## src/rtl/adat_i2s_pkg.sv

```systemverilog
// Shared types and constants for the ADAT-to-I2S frame path.
package adat_i2s_pkg;

   localparam int CIRC_BUF_BITS_DEFAULT = 3;
   localparam int FRAME_BITS            = 256;

   typedef enum logic [1:0] {
      StIdle,
      StPriming,
      StRunning,
      StRecover
   } sched_state_e;

endpackage

```

## src/rtl/holdoff_timer.sv

```systemverilog
// Loadable down-counter; done is high while the count sits at zero.
module holdoff_timer #(
   parameter int WIDTH = 11
) (
   input  logic             clk,
   input  logic             srst,
   input  logic             load,
   input  logic [WIDTH-1:0] load_value,
   output logic             done
);

   logic [WIDTH-1:0] count_reg;

   always_ff @(posedge clk) begin
      if (srst) begin
         count_reg <= '0;
      end else if (load) begin
         count_reg <= load_value;
      end else if (count_reg != '0) begin
         count_reg <= count_reg - 1'b1;
      end
   end

   assign done = (count_reg == '0);

endmodule

```

## src/rtl/i2s_frame_scheduler.sv

```systemverilog
// Write-side slot tracking and transmitter enable for the circular I2S frame buffer.
module i2s_frame_scheduler
   import adat_i2s_pkg::*;
#(
   parameter int CIRC_BUF_BITS  = CIRC_BUF_BITS_DEFAULT,
   parameter int LOCK_FRAMES    = 4,
   parameter int HOLDOFF_CYCLES = 2048
) (
   input  logic                     clk_x4_i,
   input  logic                     rst_i,
   input  logic                     adat_locked_i,
   input  logic                     frame_done_i,
   input  logic                     frame_error_i,
   input  logic [CIRC_BUF_BITS-1:0] rd_frame_i,
   output logic [CIRC_BUF_BITS-1:0] wr_frame_o,
   output logic [CIRC_BUF_BITS-1:0] last_good_frame_idx_o,
   output logic                     resync_req_o,
   output logic [CIRC_BUF_BITS-1:0] fill_level_o,
   output logic [7:0]               slip_count_o
);

   localparam int                     HOLD_W    = $clog2(HOLDOFF_CYCLES);
   localparam logic [HOLD_W-1:0]      HOLD_LOAD = HOLD_W'(HOLDOFF_CYCLES - 1);
   localparam logic [7:0]             LOCK_MAX  = 8'(LOCK_FRAMES);
   localparam logic [CIRC_BUF_BITS-1:0] SLOT_ONE = CIRC_BUF_BITS'(1);

   sched_state_e             state_reg, state_next;
   logic [CIRC_BUF_BITS-1:0] wr_reg, wr_next;
   logic [CIRC_BUF_BITS-1:0] lgf_reg, lgf_next;
   logic [7:0]               good_reg, good_next;
   logic [7:0]               slip_reg, slip_next;
   logic                     resync_reg;
   logic [CIRC_BUF_BITS-1:0] wr_inc;
   logic                     good_done;
   logic                     overrun;
   logic                     timer_load;
   logic                     timer_done;

   assign wr_inc    = wr_reg + SLOT_ONE;
   assign good_done = adat_locked_i && frame_done_i && !frame_error_i;
   assign overrun   = good_done && (wr_inc == rd_frame_i);

   // Slot accounting is state independent; a bad frame keeps the writer on the same slot.
   always_comb begin
      wr_next   = wr_reg;
      lgf_next  = lgf_reg;
      good_next = good_reg;
      if (!adat_locked_i || frame_error_i) begin
         good_next = '0;
      end else if (frame_done_i) begin
         lgf_next = wr_reg;
         wr_next  = wr_inc;
         if (good_reg < LOCK_MAX) begin
            good_next = good_reg + 8'd1;
         end
      end
   end

   always_comb begin
      state_next = state_reg;
      case (state_reg)
         StIdle: begin
            if (adat_locked_i) state_next = StPriming;
         end
         StPriming: begin
            if (!adat_locked_i)              state_next = StIdle;
            else if (good_next >= LOCK_MAX)  state_next = StRunning;
         end
         StRunning: begin
            if (!adat_locked_i || frame_error_i || overrun) state_next = StRecover;
         end
         StRecover: begin
            if (timer_done) state_next = StIdle;
         end
         default: state_next = StIdle;
      endcase
   end

   assign timer_load = (state_next == StRecover) && (state_reg != StRecover);

   always_comb begin
      slip_next = slip_reg;
      if (timer_load && slip_reg != 8'hFF) begin
         slip_next = slip_reg + 8'd1;
      end
   end

   always_ff @(posedge clk_x4_i) begin
      if (rst_i) begin
         state_reg  <= StIdle;
         wr_reg     <= '0;
         lgf_reg    <= '0;
         good_reg   <= '0;
         slip_reg   <= '0;
         resync_reg <= 1'b0;
      end else begin
         state_reg  <= state_next;
         wr_reg     <= wr_next;
         lgf_reg    <= lgf_next;
         good_reg   <= good_next;
         slip_reg   <= slip_next;
         resync_reg <= (state_next == StRunning);
      end
   end

   holdoff_timer #(
      .WIDTH(HOLD_W)
   ) u_holdoff (
      .clk       (clk_x4_i),
      .srst      (rst_i),
      .load      (timer_load),
      .load_value(HOLD_LOAD),
      .done      (timer_done)
   );

   assign wr_frame_o            = wr_reg;
   assign last_good_frame_idx_o = lgf_reg;
   assign resync_req_o          = resync_reg;
   assign slip_count_o          = slip_reg;
   assign fill_level_o          = wr_reg - rd_frame_i;

endmodule

```

## config.mk

```make
export PLATFORM = sky130hd
export DESIGN_NAME = i2s_frame_scheduler
export DESIGN_NICKNAME = d
export VERILOG_FILES = /design/src/rtl/adat_i2s_pkg.sv /design/src/rtl/holdoff_timer.sv /design/src/rtl/i2s_frame_scheduler.sv
export SDC_FILE = /design/constraint.sdc
export NUM_CORES = 1
export LEC_CHECK = 0
export BUFFER_PORTS_ARGS = -buffer_cell sky130_fd_sc_hd__buf_4
export CELL_PAD_IN_SITES_DETAIL_PLACEMENT = 1
export CELL_PAD_IN_SITES_GLOBAL_PLACEMENT = 1
export CORE_MARGIN = 5
export CORE_UTILIZATION = 35
export DETAILED_ROUTE_END_ITERATION = 16
export PLACE_DENSITY = 0.72
export SYNTH_ARGS = -nofsm -noshare
export SYNTH_HDL_FRONTEND = slang
export SYNTH_SLANG_ARGS = --single-unit
export TNS_END_PERCENT = 20
```

## constraint.sdc

```tcl
create_clock -name clk_x4_i -period 1.69 [get_ports clk_x4_i]
set_clock_uncertainty 0.05 [all_clocks]
set_input_delay 0.2535 -clock clk_x4_i [delete_from_list [all_inputs] [get_ports clk_x4_i]]
set_output_delay 0.2535 -clock clk_x4_i [all_outputs]
set_load 0.02 [all_outputs]
```

==> metrics.txt <==
YS warnings 0; Syn Area/Cell 9.06 µm²; Core Footprint roughly 4800 µm²; Final Cycle Share 1.10; post-route cell area 2490 µm²; GR Overflow Total 0; startpoint class of the critical path register; Syn-to-layout area delta 41.1%; RSZ-0062 raised after global routing true; CTS tree yes; CTS max path bufs 2; setup ws final -166 ps; Clk Latency, worst-skew pair between 200 and 300 ps; most frequent cells after synthesis 36 x dfxtp_1, 18 x a21oi_1, 16 x nor2_1, 12 x inv_1, 12 x nand2_1; Slowest cell on crit path dfxtp_4; drt drc 0; total wire length ~4700 µm; Post-Synthesis Cells slightly below 200; sequential fraction of the synthesis area 0.408; first-pass GRT wire length 7660 µm; worst-path fanout max 5; Die Y between 80 and 90 µm; min Tclk post-route around 1900 ps; worst path bufs/invs 1; endpoints failing hold 0; worst min-delay path class in -> reg; Synth Flop Type dfxtp_1; total CTS buffers 5; antenna violations before repair 0; crit path cell chain ha_4 -> xnor2_4 -> a41oi_4 -> buf_6 -> nor3_4 -> mux2_4; nets@finish 261; Reg clk slew, reported paths about 70 ps; Setup Viol. Count Final 8; pwr dens between 1000 and 1500 nW/µm²; storage element area ~730 µm²; Critical Path Sink Type register; I/O pins 26; Area after DPL 2220 µm²; Post-Syn Area approximately 1800 µm²; vias 1,589; DRT Pass-1 Iters 4; drt wl/cell 14.9 µm; num rows 25; die area around 6600 µm²; dpl cells 301; fin cells about 320; top-count cell post-synth dfxtp_1; worst slew pin tran between 500 and 600 ps; flop and latch count out of synthesis 36; Via-to-Cell Ratio 5.04; count of pins over their slew limit 0; GRT Total Usage 0.153; total negative slack -866 ps; Worst EP required 1820 ps; top cell type's share of synthesized area 0.408; RePlAce Congestion around 0.73; hold_buf cts 0; area leader, netlist dfxtp_1; Distinct cells, synth 44; vias in the first global route approximately 1,600; Clock Root Buffer clkbuf_8; Post-synth EDFFs 0; post-DP HPWL roughly 3200 µm; ratio of cells with drive above 1 in the final layout 0.379; Routed Antenna Nets 0; CP delay by family, top flip-flops; Crit path arrival time between 1500 and 2000 ps; max frequency 539 MHz; P_leak 1.03 nW; Filler Cell Count 584; Detailed Route Iter0 Violations 70; failing checks setup timing; crit-path max cell delay 360 ps; status finished with violations; Crit Path Category reg -> reg; MaxCap Viol Count 0; synth top area cells dfxtp_1 41%, a21oi_1 5.1%, ha_1 3.5%; ys async rst share 0; CTS sink cnt 36; area of the multi-input gates approximately 1100 µm²; largest net degree at the start of global routing 33; n_diodes 0; Die W ~81 µm; syn_nets 209; H-tree level count 2; Slew HR 0.662; port buffer count 25; max FFs per register 11; VDD IR max approximately 0.43 mV; Starting Density 0.367
==> timing repair <==
item                                    in CTS  in global routing
gates resized for setup                     12                 14
cloned                                       1                  0
pin swaps                                    4                 12
endpoints found under the setup margin      20                 24
buffers inserted                             3                  2
endpoints found under the hold margin        0                  0
==> where the power goes <==
| part | switching, mW | total, mW | internal, mW |
|---|---|---|---|
| Clock | 0.313 | 0.644 | 0.331 |
| Combinational | 0.647 | 1.35 | 0.700 |
| Sequential | 0.140 | 1.10 | 0.960 |
| Total | 1.10 | 3.09 | 1.99 |
==> through the flow <==
step | setup WS (ps) | hold WS, ps | utilization | total power [mW]
6_report | -166 | 270 | 0.517 | 3.09
5_1_grt | -239 | 281 | 0.517 | 3.30
4_1_cts | -154 | 235 | 0.498 | 3.04
3_5_place_dp | -113 | 399 | 0.460 | 2.33
3_3_place_gp | -102 | 394 | 0.460 | 2.28
2_1_floorplan | -17.0 | 388 | - | 1.91
==> routing by layer <==
metal,up-vias,wire (µm),track usage
met5,-,0,0
met4,0,63,0.0608
met3,7,108,0.0344
met2,20,2390,0.259
met1,761,2130,0.187
li1,801,-,-
==> worst min-delay path, cell delays in order <==
cell and delay (ps):
buf_4 120, nand3b_1 120, a21oi_1 70
==> final timing paths <==
path                                          startpoint  cells past startpoint  slack, ps                        to
worst max-delay path                       wr_frame_o[1]                      6       -170           slip_count_o[4]
worst min-delay path                       adat_locked_i                      3        270              state_reg[1]
worst min register to register  last_good_frame_idx_o[0]                      2        410  last_good_frame_idx_o[0]
worst max register to register             wr_frame_o[1]                      6       -170           slip_count_o[4]
==> placed cells by master, fill, tap and decap left out, types with 3 or more instances in the layout <==
cell	count
xnor2_1	4
nor4_1	3
a31oi_1	4
nand4_1	4
nor2_1	16
and3_1	7
dfxtp_1	33
clkbuf_8	6
nand2b_1	3
buf_4	47
nand3_1	7
nand2_1	12
nor3_1	3
mux2_2	4
a21oi_1	13
mux2i_1	5
nor2b_1	7
o21ai_0	3
buf_6	3
a21oi_2	5
inv_1	9
==> area by class of cell <==
class | instances | area share
inverter | 12 | 0.0191
clock buffer | 7 | 0.0346
clock inverter | 1 | 0.00301
timing repair buffer | 51 | 0.163
tap | 67 | 0.0336
sequential | 36 | 0.293
multi-input combinational | 141 | 0.454
==> cells by family after synthesis <==
kind of cell               share of synthesized area
AOI/OAI and AO/OA                              0.140
xor gates and xnor gates                      0.0531
adders and majority gates                     0.0467
buffers and inverters                         0.0474
DFF                                            0.408
muxes                                         0.0602
and+or+nand+nor                                0.245
(Power assumes the default switching activity.)
